===== config.mk =====
export PLATFORM = sky130hd
export DESIGN_NAME = multicycle_ctrl_flat
export DESIGN_NICKNAME = d
export VERILOG_FILES = /design/src/rtl/cpu_ctrl_pkg.sv /design/src/rtl/multicycle_ctrl_if.sv /design/src/rtl/multicycle_ctrl_fetch_timer.sv /design/src/rtl/multicycle_ctrl.sv /design/src/flat_wrapper.sv
export SDC_FILE = /design/constraint.sdc
export NUM_CORES = 1
export LEC_CHECK = 0
export ABC_AREA = 1
export ABC_CLOCK_PERIOD_IN_PS = 3300
export CORE_MARGIN = 2
export CORE_UTILIZATION = 35
export CTS_CLUSTER_SIZE = 24
export DETAILED_ROUTE_END_ITERATION = 7
export HOLD_SLACK_MARGIN = 0.06
export PLACE_DENSITY_LB_ADDON = 0.1
export SETUP_SLACK_MARGIN = 0.2
export SYNTH_ARGS = -nofsm -noshare
export SYNTH_HDL_FRONTEND = slang
export SYNTH_HIERARCHICAL = 1
export SYNTH_SLANG_ARGS = --single-unit

===== constraint.sdc =====
create_clock -name clk -period 3.3 [get_ports clk]
set_input_delay 0.66 -clock clk [delete_from_list [all_inputs] [get_ports clk]]
set_output_delay 0.66 -clock clk [all_outputs]
set_load 0.01 [all_outputs]

===== src/rtl/cpu_ctrl_pkg.sv =====
// Shared constants and types for the multi-cycle controller.
// Opcodes, ALU codes, FSM states and instruction classes.
package cpu_ctrl_pkg;

    localparam logic [5:0] OP_R    = 6'b000000;
    localparam logic [5:0] OP_ADDI = 6'b001000;
    localparam logic [5:0] OP_BEQ  = 6'b000100;

    localparam logic [5:0] OPR_ADD = 6'b100000;
    localparam logic [5:0] OPR_SUB = 6'b100010;

    typedef enum logic [2:0] {
        S_IDLE,
        S_FETCH,
        S_DECODE,
        S_EXEC,
        S_WB,
        S_TRAP
    } state_t;

    typedef enum logic [1:0] {
        CLS_R,
        CLS_ADDI,
        CLS_BEQ,
        CLS_ILL
    } cls_t;

    // Map an opcode onto the class that steers EXEC and WB.
    function automatic cls_t classify(input logic [5:0] op);
        case (op)
            OP_R:    return CLS_R;
            OP_ADDI: return CLS_ADDI;
            OP_BEQ:  return CLS_BEQ;
            default: return CLS_ILL;
        endcase
    endfunction

endpackage


===== src/rtl/multicycle_ctrl_if.sv =====
// Control bundle between the sequencer and the datapath.
// The sequencer is the master; the datapath/memory side is the slave.
interface multicycle_ctrl_if;

    logic        start;
    logic        imem_req;
    logic        imem_ack;
    logic [5:0]  opcode;
    logic [5:0]  funct;
    logic        zero;
    logic        ir_load;
    logic        pc_en;
    logic        pc_src;
    logic        write;
    logic [5:0]  alu_funct;
    logic        rd_mux_s;
    logic        op2_mux_s;
    logic        busy;
    logic        trap;
    logic [15:0] retired;

    modport master (
        input  start, imem_ack, opcode, funct, zero,
        output imem_req, ir_load, pc_en, pc_src, write,
        output alu_funct, rd_mux_s, op2_mux_s,
        output busy, trap, retired
    );

    modport slave (
        output start, imem_ack, opcode, funct, zero,
        input  imem_req, ir_load, pc_en, pc_src, write,
        input  alu_funct, rd_mux_s, op2_mux_s,
        input  busy, trap, retired
    );

endinterface


===== src/rtl/multicycle_ctrl_fetch_timer.sv =====
// Wait counter for instruction fetch.
// Flags the cycle in which the wait limit is reached.
module fetch_timer #(
    parameter int FETCH_TIMEOUT = 15
) (
    input  logic clk,
    input  logic rst_n,
    input  logic clear,
    input  logic inc,
    output logic expired
);

    localparam logic [7:0] LAST = 8'(FETCH_TIMEOUT - 1);

    logic [7:0] count_q;

    // Count waiting cycles; clear has priority over increment.
    always_ff @(posedge clk) begin
        if (!rst_n || clear) begin
            count_q <= '0;
        end else if (inc) begin
            count_q <= count_q + 8'd1;
        end
    end

    // This waiting cycle is the last one allowed.
    always_comb begin
        expired = inc && (count_q == LAST);
    end

endmodule


===== src/rtl/multicycle_ctrl.sv =====
// Multi-cycle sequencer: fetch, decode, execute, writeback.
// Shares one ALU, one RF write port and one imem port.
module multicycle_ctrl
    import cpu_ctrl_pkg::*;
#(
    parameter int FETCH_TIMEOUT = 15
) (
    input logic clk,
    input logic rst_n,
    multicycle_ctrl_if.master ctrl
);

    state_t      state_q;
    state_t      state_d;
    cls_t        cls_q;
    cls_t        cls_d;
    logic [5:0]  funct_q;
    logic [15:0] retired_q;

    logic        imem_req;
    logic        ir_load;
    logic        pc_en;
    logic        pc_src;
    logic        write;
    logic [5:0]  alu_funct;
    logic        rd_mux_s;
    logic        op2_mux_s;
    logic        busy;
    logic        trap;
    logic        retire;

    logic [5:0]  ex_alu;
    logic        ex_op2;

    logic        tmr_inc;
    logic        tmr_clear;
    logic        tmr_expired;

    fetch_timer #(
        .FETCH_TIMEOUT(FETCH_TIMEOUT)
    ) u_timer (
        .clk    (clk),
        .rst_n  (rst_n),
        .clear  (tmr_clear),
        .inc    (tmr_inc),
        .expired(tmr_expired)
    );

    // Timer runs only while a fetch is outstanding.
    always_comb begin
        tmr_inc   = (state_q == S_FETCH) && !ctrl.imem_ack;
        tmr_clear = !tmr_inc;
    end

    // State plus the instruction class and funct captured in DECODE.
    always_ff @(posedge clk) begin
        if (!rst_n) begin
            state_q <= S_IDLE;
            cls_q   <= CLS_R;
            funct_q <= '0;
        end else begin
            state_q <= state_d;
            if (state_q == S_DECODE) begin
                cls_q   <= cls_d;
                funct_q <= ctrl.funct;
            end
        end
    end

    // Retired-instruction counter, wraps naturally at 16 bits.
    always_ff @(posedge clk) begin
        if (!rst_n) begin
            retired_q <= '0;
        end else if (retire) begin
            retired_q <= retired_q + 16'd1;
        end
    end

    // ALU setup shared by EXEC and WB so WB holds EXEC's values.
    always_comb begin
        ex_alu = '0;
        ex_op2 = 1'b0;
        unique case (cls_q)
            CLS_R:    ex_alu = funct_q;
            CLS_ADDI: begin
                ex_alu = OPR_ADD;
                ex_op2 = 1'b1;
            end
            CLS_BEQ:  ex_alu = OPR_SUB;
            default:  ex_alu = '0;
        endcase
    end

    // Next-state and control decode.
    always_comb begin
        state_d   = state_q;
        cls_d     = classify(ctrl.opcode);
        imem_req  = 1'b0;
        ir_load   = 1'b0;
        pc_en     = 1'b0;
        pc_src    = 1'b0;
        write     = 1'b0;
        alu_funct = '0;
        rd_mux_s  = 1'b0;
        op2_mux_s = 1'b0;
        busy      = 1'b0;
        trap      = 1'b0;
        retire    = 1'b0;
        unique case (state_q)
            S_IDLE: begin
                if (ctrl.start) state_d = S_FETCH;
            end
            S_FETCH: begin
                busy     = 1'b1;
                imem_req = 1'b1;
                if (ctrl.imem_ack) begin
                    ir_load = 1'b1;
                    state_d = S_DECODE;
                end else if (tmr_expired) begin
                    state_d = S_TRAP;
                end
            end
            S_DECODE: begin
                busy = 1'b1;
                if (cls_d == CLS_ILL) state_d = S_TRAP;
                else                  state_d = S_EXEC;
            end
            S_EXEC: begin
                busy      = 1'b1;
                alu_funct = ex_alu;
                op2_mux_s = ex_op2;
                unique case (cls_q)
                    CLS_BEQ: begin
                        pc_en   = 1'b1;
                        pc_src  = ctrl.zero;
                        retire  = 1'b1;
                        state_d = S_FETCH;
                    end
                    CLS_R, CLS_ADDI: state_d = S_WB;
                    default:         state_d = S_TRAP;
                endcase
            end
            S_WB: begin
                busy      = 1'b1;
                alu_funct = ex_alu;
                op2_mux_s = ex_op2;
                write     = 1'b1;
                rd_mux_s  = (cls_q == CLS_R);
                pc_en     = 1'b1;
                retire    = 1'b1;
                state_d   = S_FETCH;
            end
            S_TRAP: begin
                trap = 1'b1;
            end
            default: state_d = S_IDLE;
        endcase
    end

    assign ctrl.imem_req  = imem_req;
    assign ctrl.ir_load   = ir_load;
    assign ctrl.pc_en     = pc_en;
    assign ctrl.pc_src    = pc_src;
    assign ctrl.write     = write;
    assign ctrl.alu_funct = alu_funct;
    assign ctrl.rd_mux_s  = rd_mux_s;
    assign ctrl.op2_mux_s = op2_mux_s;
    assign ctrl.busy      = busy;
    assign ctrl.trap      = trap;
    assign ctrl.retired   = retired_q;

endmodule


===== src/flat_wrapper.sv =====
// flat-port wrapper written by rule: the top's interface ports become plain ports
module multicycle_ctrl_flat import cpu_ctrl_pkg::*;
#(
    parameter int FETCH_TIMEOUT = 15
)
  (clk, rst_n, ctrl_start, ctrl_imem_ack, ctrl_opcode, ctrl_funct, ctrl_zero, ctrl_imem_req, ctrl_ir_load, ctrl_pc_en, ctrl_pc_src, ctrl_write, ctrl_alu_funct, ctrl_rd_mux_s, ctrl_op2_mux_s, ctrl_busy, ctrl_trap, ctrl_retired);
  multicycle_ctrl_if ctrl_i ();
  input logic clk;
  input logic rst_n;
  input wire logic [$bits(ctrl_i.start)-1:0] ctrl_start;
  input wire logic [$bits(ctrl_i.imem_ack)-1:0] ctrl_imem_ack;
  input wire logic [$bits(ctrl_i.opcode)-1:0] ctrl_opcode;
  input wire logic [$bits(ctrl_i.funct)-1:0] ctrl_funct;
  input wire logic [$bits(ctrl_i.zero)-1:0] ctrl_zero;
  output wire logic [$bits(ctrl_i.imem_req)-1:0] ctrl_imem_req;
  output wire logic [$bits(ctrl_i.ir_load)-1:0] ctrl_ir_load;
  output wire logic [$bits(ctrl_i.pc_en)-1:0] ctrl_pc_en;
  output wire logic [$bits(ctrl_i.pc_src)-1:0] ctrl_pc_src;
  output wire logic [$bits(ctrl_i.write)-1:0] ctrl_write;
  output wire logic [$bits(ctrl_i.alu_funct)-1:0] ctrl_alu_funct;
  output wire logic [$bits(ctrl_i.rd_mux_s)-1:0] ctrl_rd_mux_s;
  output wire logic [$bits(ctrl_i.op2_mux_s)-1:0] ctrl_op2_mux_s;
  output wire logic [$bits(ctrl_i.busy)-1:0] ctrl_busy;
  output wire logic [$bits(ctrl_i.trap)-1:0] ctrl_trap;
  output wire logic [$bits(ctrl_i.retired)-1:0] ctrl_retired;
  assign ctrl_i.start = ctrl_start;
  assign ctrl_i.imem_ack = ctrl_imem_ack;
  assign ctrl_i.opcode = ctrl_opcode;
  assign ctrl_i.funct = ctrl_funct;
  assign ctrl_i.zero = ctrl_zero;
  assign ctrl_imem_req = ctrl_i.imem_req;
  assign ctrl_ir_load = ctrl_i.ir_load;
  assign ctrl_pc_en = ctrl_i.pc_en;
  assign ctrl_pc_src = ctrl_i.pc_src;
  assign ctrl_write = ctrl_i.write;
  assign ctrl_alu_funct = ctrl_i.alu_funct;
  assign ctrl_rd_mux_s = ctrl_i.rd_mux_s;
  assign ctrl_op2_mux_s = ctrl_i.op2_mux_s;
  assign ctrl_busy = ctrl_i.busy;
  assign ctrl_trap = ctrl_i.trap;
  assign ctrl_retired = ctrl_i.retired;
  multicycle_ctrl #(.FETCH_TIMEOUT(FETCH_TIMEOUT)) u_core (.clk(clk), .rst_n(rst_n), .ctrl(ctrl_i));
endmodule

Yosys cells after proc, flatten, opt, wreduce, memory -nomap -nowiden
Index checks and enable logic that the tools add are counted.
- add/sub/neg operators: 2
- equal/unequal tests: 13
- mux-type cells: 22
- bitwise operators: 1
- reductions and logical operators: 13
- operator list (operator ; number):
    one-hot mux 3 bit (6 select lines) ; 1
    one-hot mux 6 bit (3 select lines) ; 1
    adder 16 x 1 -> 16 bit (second input constant) ; 1
    two-way mux 1 bit ; 12
    two-way mux 3 bit ; 4
    adder 8 x 1 -> 8 bit (second input constant) ; 1
    == test 8 x 4 -> 1 bit (second input constant) ; 1
    == test 3 x 2 -> 1 bit (second input constant) ; 2
    == test 3 bit (second input constant) ; 2
    == test 6 x 3 -> 1 bit (second input constant) ; 1
    == test 6 x 4 -> 1 bit (second input constant) ; 1
    logical NOT 6 bit ; 1
    two-way mux 6 bit ; 1
    one-hot mux 2 bit (3 select lines) ; 1
    one-hot mux 3 bit (2 select lines) ; 1
    == test 2 bit (second input constant) ; 2
    OR reduction 2 bit ; 2
    OR reduction 4 bit ; 1
    == test 3 x 1 -> 1 bit (second input constant) ; 1
    logical NOT 1 bit ; 3
    logical NOT 3 bit ; 1
    inequality test 3 x 2 -> 1 bit (second input constant) ; 1
    AND reduction 3 bit ; 1
    == test 2 x 1 -> 1 bit (second input constant) ; 1
    other kinds (6) ; 7
- bits in registers: 35
- input bits: 17
- output and inout port bits: 31
- word-level logic and storage cells: 56

Logic depth before layout (Yosys ltp)
Gate-level depths: netlist of the first run.
- depth in word-level cells: 6
- gate-level depth with buffers: 10
- depth with buffers taken out: 10

Cells and area by module
Netlist of the first run, hierarchy kept.
- by module, submodules not included (module ; instances ; cells an instance ; area an instance (µm²) ; sequential area each (µm²)):
    multicycle_ctrl ; 1 ; 229 ; 1516.5 ; 540.5
    fetch_timer ; 1 ; 58 ; 415.4 ; 160.2

Worst setup path after synthesis of the first run
Ideal clock, no wire load.
- kind: input-to-reg
- start: in ctrl_imem_ack
- end: reg u_core.state_q[2]
- setup time: 0.072 ns
- arrival: 1.677 ns
- required time: 3.228 ns
- slack: 1.550 ns
- cell stages on the path: 8
- path buffers: 0
- path through: nor2_2 nand2_1 nor4_1 or2_2 nor2_1 nor2_1 nand2_1 a21oi_1
- word-level cells in the longest chain between the ends: 5
- elaborated cells on any way between the ends: 7
- classes of those cells: eq/ne (1); mux (2); reduce/logical (4)
- RTL lines (item ; RTL line ; RTL):
    from (decl) ; flat_wrapper.sv:11 ; input wire logic [$bits(ctrl_i.imem_ack)-1:0] ctrl_imem_ack;
    logical NOT 1 bit ; multicycle_ctrl.sv:51 ; tmr_inc = (state_q == S_FETCH) && !ctrl.imem_ack;
    logical AND 1 bit ; multicycle_ctrl.sv:51 ;
    logical AND 1 bit ; multicycle_ctrl_fetch_timer.sv:28 ; expired = inc && (count_q == LAST);
    net u_core.tmr_expired ; multicycle_ctrl.sv:37 ; logic tmr_expired;
    inequality test 3 x 2 -> 1 bit (no line) ; n/a ;
    AND reduction 3 bit (no line) ; n/a ;
    to (signal assigned) ; multicycle_ctrl.sv:62 ; state_q <= state_d;
    to (decl) ; multicycle_ctrl.sv:13 ; state_t state_q;
The timed path passes the listed nets, and every way through them passes these cells.
A chain may end at the register's enable or synchronous reset.

Final worst setup path of the first run
- start: reg u_core.cls_q[0]
- end: out ctrl_pc_en
- word-level cells in the longest chain between the ends: 3
- RTL lines (item ; RTL line ; RTL):
    from (decl) ; multicycle_ctrl.sv:15 ; cls_t cls_q;
    from (signal assigned) ; multicycle_ctrl.sv:64 ; cls_q <= cls_d;
    == test 2 bit ; multicycle_ctrl.sv:132 ; unique case (cls_q)
    two-way mux 1 bit ; multicycle_ctrl.sv:132 ;
    one-hot mux 1 bit (2 select lines) ; multicycle_ctrl.sv:109 ; unique case (state_q)
    to (decl) ; flat_wrapper.sv:17 ; output wire logic [$bits(ctrl_i.pc_en)-1:0] ctrl_pc_en;
No other way between the ends.

==> results.json, run 1 <==
{
  "status": "complete, no violations",
  "wirelength_met1_mm": 2.29,
  "cp-start-kind": "flip-flop",
  "syn_nets": 313,
  "routed-via-count": 1913,
  "max_stage_delay_ns": 0.59,
  "hold_class": "flip-flop to flip-flop",
  "final_cell_mix": "inv_1 (48), clkdlybuf4s50_1 (47), nor2_1 (43), nand2_1 (43), dfxtp_1 (35)",
  "post-route-period-util": 0.805,
  "fin_crit_ns": 2.66,
  "max_slew_margin": 0.694,
  "min_to": "u_core/funct_q[2]",
  "ir_drop_mv": 0.284,
  "cts_tree": "built",
  "r2r_slack_ns": 1.33,
  "arrival_ns": 2.00,
  "power_density_nw_per_um2": 410,
  "first_pass_iters": 4,
  "core_um2": 5410,
  "maxCapViolCount": 0,
  "io_buffers": 47,
  "dr.first_iter.drc_count": 66,
  "cts_root_buffer": "clkbuf_8",
  "p_switching_w": 0.000285,
  "ys_ff_latch": 35,
  "synth_edf_count": 0,
  "startpoint": "u_core/cls_q[0]",
  "place.gp.congestion": 0.856,
  "synth.area.top_cells": "dfxtp_1 (36%), inv_1 (9.3%), nand2_1 (8.4%)",
  "async_flop_share": 0,
  "grt_pass1_wl_mm": 7.54,
  "ys.warnings.count": 6,
  "path_delay_family": "buffers and inverters",
  "fin_skew_ns": 0.00878,
  "io_pins": 48,
  "synth_ff_type": "dfxtp_1",
  "antenna_left": 0,
  "cp_slowest_cell": "clkdlybuf4s50_1",
  "syn_to_final_growth_pct": 33.4,
  "routedWlPerCell_um": 10.8,
  "worstPathRequired_ns": 2.64,
  "grt_max_degree": 26,
  "r2r_cells": 9,
  "mostFrequentLayoutCell": "inv_1",
  "post_cts_resized": 0,
  "start_util": 0.357,
  "grt-ovfl-total": 0,
  "tns_ns": 0,
  "routed-wl-met2_mm": 1.87,
  "min_path_cells": 2,
  "seqPwrFrac": 0.434,
  "ys_types": 27,
  "syn_avg_cell_area_um2": 6.73,
  "synth_top_area_frac": 0.363,
  "fin_area_um2": 2580,
  "wl_mm": 4.42,
  "clock_power_share": 0.380,
  "tightestPinTransition_ns": 0.459,
  "syn_inst": 287,
  "cts_htree_levels": 2,
  "setup-violations-final": 0,
  "dr_wl_met3_um": 201,
  "antenna_found_initial": 0,
  "crit_buf_inv": 2,
  "cts.path.max_buffers": 2,
  "clk_latency_ns": 0.29,
  "cts_hold_buf": 0,
  "cp_max_fo": 25,
  "viasPerCell": 4.67,
  "hold_violations": 0,
  "drc_errors": 0,
  "rsz0062_at_grt": "no",
  "cts_setup_buffers": 0,
  "synth_area_um2": 1930,
  "n_antenna_cell": 0,
  "placedInstanceArea_um2": 2460,
  "r2r-start": "u_core/state_q[0]",
  "drive_above_1_share": 0.0710,
  "die-area_um2": 6130,
  "path_cells": "inv_1 > ha_1 > nand4_1 > nand2_4 > clkdlybuf4s50_1",
  "fin_nets": 363,
  "num_rows": 27,
  "chipWidth_um": 78.3,
  "clock.fmax_mhz": 377,
  "grt_pass1_vias": 1771,
  "p_comb_frac": 0.186,
  "grt_use_total": 0.151,
  "cts.sinks": 35,
  "yosysSeqAreaShare": 0.363,
  "r2r-end": "u_core/state_q[0]",
  "yosys.area.top_type": "dfxtp_1",
  "critPathCaptureType": "output pin",
  "leakagePower_nw": 1.03,
  "clk_pin_slew_ns": 0.07,
  "dieHeight_um": 78.3,
  "numCtsBuffers": 5,
  "path_class": "flip-flop to output pin",
  "intPower_w": 0.000772,
  "hold_start": "u_core/funct_q[2]",
  "slew_violations": 0,
  "p_sw_frac": 0.270,
  "dr.max_layer_used": "met4",
  "dp_hpwl_mm": 3.24
}
[tightest hold or removal path: cells and delay by family, from the launching register on]
| family | cells | cell delay [ns] |
|---|---|---|
| AO/OA/AOI/OAI | 1 | 0.05 |
| buffers and inverters | 1 | 0.06 |
| flip-flops | 1 | 0.30 |
[power groups by stage]
stage	Clock (W)	Sequential (W)	Combinational [W]
floorplan	0	0.000466	0.000123
global placement	0	0.000469	0.000197
detailed placement	0	0.000469	0.000198
CTS	0.000410	0.000459	0.000199
global route	0.000427	0.000462	0.000222
finish	0.000401	0.000459	0.000197
[layout make-up]
| class | instances | area, um^2 |
|---|---|---|
| multi-input combinational | 196 | 998 |
| clock buffer | 6 | 82.6 |
| fill | 566 | 2830 |
| tap | 72 | 90.1 |
| sequential | 35 | 701 |
| timing repair buffer | 48 | 478 |
| clock inverter | 2 | 35.0 |
| inverter | 51 | 191 |
[how the worst max path moves through the flow]
stage	to	slack (ns)	depth (start not counted)
2_1_floorplan	ctrl_alu_funct[5]	1.55	4
3_3_place_gp	ctrl_ir_load	0.72	4
3_5_place_dp	ctrl_ir_load	0.68	4
4_1_cts	ctrl_pc_en	0.63	5
5_1_grt	ctrl_pc_en	0.51	5
6_report	ctrl_pc_en	0.64	5
[cell usage after synthesis, types with 4 or more instances]
cell      n
a21oi_1  22
dfxtp_1  35
ha_1      9
inv_1    48
nand2_1  43
nand3_1  20
nand4_1   7
nor2_1   43
nor2_2    6
nor3_1   12
o21ai_0  16
o21ai_1   4
[routing by layer]
| layer | GRT usage | vias to the layer above |
|---|---|---|
| met5 | 0 | - |
| met4 | 0.0579 | 0 |
| met3 | 0.0391 | 6 |
| met2 | 0.240 | 38 |
| met1 | 0.198 | 846 |
| li1 | - | 1023 |
[logic make-up after synthesis]
| family | synth area share |
|---|---|
| AO/OA/AOI/OAI | 0.124 |
| adder cells (fa/ha/maj) | 0.0583 |
| buffers and inverters | 0.120 |
| flip-flops | 0.363 |
| AND/OR/NAND/NOR | 0.335 |
[flip-flops by register name, summed over array words and instances (netlist names)]
register and cells:
u_core/cls_q 2, u_core/ctrl.retired 16, u_core/funct_q 6, u_core/state_q 3, u_core/u_timer/count_q 8
[through the flow]
step	std cells	worst slack, ns	power, W	hold WS (ns)	utilization
6_report	410	0.645	0.00106	0.454	0.477
5_1_grt	410	0.512	0.00111	0.488	0.477
4_1_cts	410	0.633	0.00107	0.459	0.477
3_5_place_dp	402	0.682	0.000667	0.447	0.455
3_3_place_gp	402	0.719	0.000665	0.448	0.455
2_1_floorplan	287	1.55	0.000589	0.431	-
(Power assumes the default switching activity.)
==> inputs of run 2 (changes only) <==
--- a/config.mk
+++ b/config.mk
@@ -6,7 +6,7 @@
 export NUM_CORES = 1
 export LEC_CHECK = 0
 export ABC_AREA = 1
-export ABC_CLOCK_PERIOD_IN_PS = 3300
+export ABC_CLOCK_PERIOD_IN_PS = 2400
 export CORE_MARGIN = 2
 export CORE_UTILIZATION = 35
 export CTS_CLUSTER_SIZE = 24
==> constraint.sdc (replaced) <==
create_clock -name clk -period 2.4 [get_ports clk]
set_input_delay 0.48 -clock clk [delete_from_list [all_inputs] [get_ports clk]]
set_output_delay 0.48 -clock clk [all_outputs]
set_load 0.01 [all_outputs]
==> results.json, run 2 (same netlist as run 1, synthesis figures left out) <==
{
  "dr.first_iter.drc_count": 63,
  "die-area_um2": 6130,
  "io_pins": 48,
  "status": "complete, no violations",
  "path_class": "flip-flop to output pin",
  "clock.fmax_mhz": 481,
  "post-route-period-util": 0.865,
  "worstPathRequired_ns": 1.92,
  "max_slew_margin": 0.795,
  "cp-start-kind": "flip-flop",
  "syn_to_final_growth_pct": 34.3,
  "chipWidth_um": 78.3,
  "grt_pass1_wl_mm": 7.30,
  "leakagePower_nw": 1.12,
  "antenna_left": 0,
  "place.gp.congestion": 0.794,
  "start_util": 0.357,
  "tightestPinTransition_ns": 0.307,
  "cts.path.max_buffers": 2,
  "dp_hpwl_mm": 3.25,
  "wl_mm": 4.48,
  "setup-violations-final": 0,
  "cts_tree": "built",
  "n_antenna_cell": 0,
  "dieHeight_um": 78.3,
  "grt_max_degree": 25,
  "clk_pin_slew_ns": 0.07,
  "io_buffers": 47,
  "viasPerCell": 4.65,
  "fin_skew_ns": 0.00363,
  "grt-ovfl-total": 0,
  "cts.sinks": 35,
  "routed-via-count": 1926,
  "mostFrequentLayoutCell": "inv_1",
  "tns_ns": 0,
  "drc_errors": 0,
  "power_density_nw_per_um2": 536,
  "register_area_um2": 704,
  "pre_cts_ws_ns": 0.163,
  "fin_nets": 367,
  "rsz0062_at_grt": "no",
  "slew_violations": 0,
  "antenna_found_initial": 0,
  "cts_hold_buf": 0,
  "multi_input_area_um2": 1010,
  "grt_use_total": 0.148,
  "fill_cells": 556,
  "maxCapViolCount": 0,
  "first_pass_iters": 4,
  "cts_htree_levels": 2,
  "fin_ws_ns": 0.323,
  "num_rows": 27,
  "hold_violations": 0,
  "hold_class": "flip-flop to flip-flop",
  "numCtsBuffers": 5,
  "final_cell_mix": "inv_1 (48), nor2_1 (43), nand2_1 (43), clkdlybuf4s50_1 (36), dfxtp_1 (32)",
  "critPathCaptureType": "output pin",
  "largest_reg_flops": 16,
  "clk_latency_ns": 0.28,
  "drive_above_1_share": 0.0936,
  "cp_max_fo": 5,
  "ir_drop_mv": 0.307,
  "cts_root_buffer": "clkbuf_8",
  "fin_crit_ns": 2.08,
  "routedWlPerCell_um": 10.8,
  "core_um2": 5410,
  "grt_pass1_vias": 1730,
  "arrival_ns": 1.60
}
==> run 2: worst paths after layout <==
kind / start / end / slack, ns / depth (start not counted)
setup reg to reg: u_core/cls_q[0] / u_core/ctrl.retired[9] / 0.73 / 8
hold reg to reg: u_core/funct_q[0] / u_core/funct_q[0] / 0.45 / 2
setup / recovery: u_core/state_q[1] / ctrl_busy / 0.32 / 4
hold / removal: u_core/funct_q[0] / u_core/funct_q[0] / 0.45 / 2
==> run 2: area by class of cell <==
class	count	share of cell area
multi-input cells	196	0.388
flip-flops and latches	35	0.272
repair buffers	52	0.193
inverters	51	0.0738
clock buffers	8	0.0386
well taps	72	0.0347
==> run 2: critical path, cell delays in order (launching register included) <==
cell and delay [ns]:
dfxtp_1 0.41, inv_1 0.08, nand3_1 0.20, nand3_1 0.13
clkdlybuf4s50_1 0.49
==> run 2: layer usage <==
metal	track usage	part of all wire	wire, um	vias to the layer above
li1	-	-	-	1030
met1	0.186	0.51	2280	855
met2	0.245	0.43	1930	36
met3	0.0379	0.048	216	5
met4	0.0579	0.011	48	0
met5	0	0	0	-
==> run 2: stage by stage <==
stage          total power, W   util  hold WS [ns]  cell area, um^2  cells
3_3_place_gp         0.000928  0.459         0.449             2480    405
5_1_grt               0.00146  0.480         0.491             2590    414
6_report              0.00139  0.480         0.452             2590    414
2_1_floorplan        0.000810      -         0.431             1930    287
4_1_cts               0.00141  0.478         0.458             2580    414
3_5_place_dp         0.000928  0.459         0.449             2480    405
==> run 2: what timing repair did <==
action | 4_1_cts | 5_1_grt
endpoints found under the setup margin | 11 | 2
gates resized for setup | 12 | 4
endpoints found under the hold margin | 0 | 0
pin swaps | 1 | 0
gates cloned | 0 | 0
buffers inserted | 1 | 0
==> run 2: where the power goes <==
group,switching (W),internal (W)
Clock,0.000205,0.000262
Combinational,0.000157,0.000130
Sequential,0.0000277,0.000607
Total,0.000390,0.000999
==> inputs of run 3 (changes only) <==
--- a/config.mk
+++ b/config.mk
@@ -18,3 +18,4 @@
 export SYNTH_HDL_FRONTEND = slang
 export SYNTH_HIERARCHICAL = 1
 export SYNTH_SLANG_ARGS = --single-unit
+export TNS_END_PERCENT = 5
==> results.json, run 3 (same netlist as run 1, synthesis figures left out) <==
{
  "hold_start": "u_core/funct_q[0]",
  "cp-start-kind": "flip-flop",
  "core_um2": 5410,
  "min_path_cells": 2,
  "largest_reg_flops": 16,
  "dr_wl_met3_um": 210,
  "arrival_ns": 1.82,
  "tightestPinTransition_ns": 0.307,
  "routed-via-count": 1917,
  "hold_violations": 0,
  "grt_pass1_vias": 1728,
  "fin_nets": 366,
  "fill_cells": 549,
  "fin_skew_ns": 0.00370,
  "p_sw_frac": 0.281,
  "io_buffers": 47,
  "final_cells": 413,
  "antenna_found_initial": 0,
  "wl_mm": 4.48,
  "power_density_nw_per_um2": 530,
  "num_rows": 27,
  "finalPower_w": 0.00139,
  "maxCapViolCount": 0,
  "cp_slowest_cell": "clkdlybuf4s50_1",
  "leakagePower_nw": 1.21,
  "grt-ovfl-total": 0,
  "cts.path.max_buffers": 2,
  "rsz0062_at_grt": "yes",
  "cts_hold_buf": 0,
  "n_antenna_cell": 0,
  "place.gp.congestion": 0.794,
  "chipWidth_um": 78.3,
  "antenna_left": 0,
  "grt_pass1_wl_mm": 7.31,
  "path_class": "flip-flop to output pin",
  "fin_area_um2": 2620,
  "dieHeight_um": 78.3,
  "seqPwrFrac": 0.459,
  "routedWlPerCell_um": 10.9,
  "path_cells": "inv_1 > ha_1 > a21oi_1 > nor3_1 > clkdlybuf4s50_1",
  "drc_errors": 0,
  "intPower_w": 0.000998,
  "r2r_slack_ns": 0.73,
  "cts.sinks": 35,
  "io_pins": 48,
  "placedInstanceArea_um2": 2480,
  "dp.cells": 405,
  "final_cell_mix": "inv_1 (47), nor2_1 (43), nand2_1 (43), clkdlybuf4s50_1 (37), dfxtp_1 (31)",
  "dp_hpwl_mm": 3.25,
  "worstPathRequired_ns": 1.92,
  "cp_max_fo": 7,
  "dr.first_iter.drc_count": 66,
  "p_comb_frac": 0.205,
  "cts_tree": "built",
  "dr.max_layer_used": "met4",
  "clk_pin_slew_ns": 0.07,
  "setup-violations-final": 0,
  "syn_to_final_growth_pct": 35.6,
  "post-route-period-util": 0.958,
  "r2r-start": "u_core/state_q[0]",
  "viasPerCell": 4.64,
  "grt_use_total": 0.149,
  "numCtsBuffers": 5,
  "status": "complete, no violations",
  "clock_power_share": 0.336,
  "mostFrequentLayoutCell": "inv_1",
  "max_slew_margin": 0.795,
  "routed-wl-met2_mm": 1.93,
  "clk_latency_ns": 0.28,
  "cts_root_buffer": "clkbuf_8",
  "critPathCaptureType": "output pin",
  "cts_setup_buffers": 0,
  "first_pass_iters": 4,
  "clock.fmax_mhz": 435,
  "start_util": 0.357,
  "ir_drop_mv": 0.307,
  "hold_class": "flip-flop to flip-flop",
  "cts_htree_levels": 2,
  "r2r-end": "u_core/state_q[0]",
  "tns_ns": 0,
  "max_stage_delay_ns": 0.56,
  "wirelength_met1_mm": 2.29,
  "r2r_cells": 9,
  "slew_violations": 0,
  "fin_crit_ns": 2.30,
  "drive_above_1_share": 0.0968,
  "min_to": "u_core/funct_q[0]",
  "p_switching_w": 0.000390,
  "grt_max_degree": 25,
  "die-area_um2": 6130
}
-- run 3: layout make-up --
class                           count  area (um^2)  share of cell area
Clock buffer                        8          100              0.0382
Inverter                           51          191              0.0731
Multi-Input combinational cell    196         1010               0.386
Sequential cell                    35          706               0.269
Tap cell                           72         90.1              0.0344
Timing Repair Buffer               51          522               0.199
-- run 3: power groups by stage --
stage | Combinational [W] | Sequential [W] | Clock (W)
floorplan | 0.000169 | 0.000641 | 0
global placement | 0.000284 | 0.000644 | 0
detailed placement | 0.000284 | 0.000644 | 0
CTS | 0.000286 | 0.000632 | 0.000485
global route | 0.000319 | 0.000641 | 0.000504
finish | 0.000284 | 0.000638 | 0.000467
-- run 3: worst max-delay path, delay by kind of cell, from the launching register on --
family                   cells  cell delay, ns
buffers and inverters        2            0.65
AND/OR/NAND/NOR              1            0.17
flip-flops                   1            0.40
adder cells (fa/ha/maj)      1            0.28
AO/OA/AOI/OAI                1            0.04
-- run 3: timing repair --
action,4_1_cts,5_1_grt
hold endpoints to repair,0,0
setup endpoints to repair,11,13
resized for setup,3,15
pin swaps,0,0
-- run 3: routing by layer --
metal	vias up	track usage
met5	-	0
met1	851	0.190
met2	34	0.243
met4	0	0.0579
li1	1027	-
met3	5	0.0345
-- run 3: metrics by stage --
step / hold WS (ns) / worst slack, ns / util
after floorplan: 0.431 / 0.702 / -
after global placement: 0.449 / 0.185 / 0.459
after detailed placement: 0.449 / 0.163 / 0.459
after CTS: 0.458 / 0.0413 / 0.478
after global routing: 0.491 / 0.0103 / 0.485
final: 0.452 / 0.100 / 0.485
-- run 3: how the worst max path moves through the flow --
stage / from / to / slack (ns)
after floorplan: u_core/state_q[0] / u_core/state_q[2] / 0.70
after global placement: ctrl_imem_ack / ctrl_ir_load / 0.18
after detailed placement: ctrl_imem_ack / ctrl_ir_load / 0.16
after CTS: u_core/state_q[0] / ctrl_alu_funct[5] / 0.04
after global routing: u_core/state_q[1] / ctrl_alu_funct[5] / 0.01
final: u_core/cls_q[1] / ctrl_alu_funct[5] / 0.10
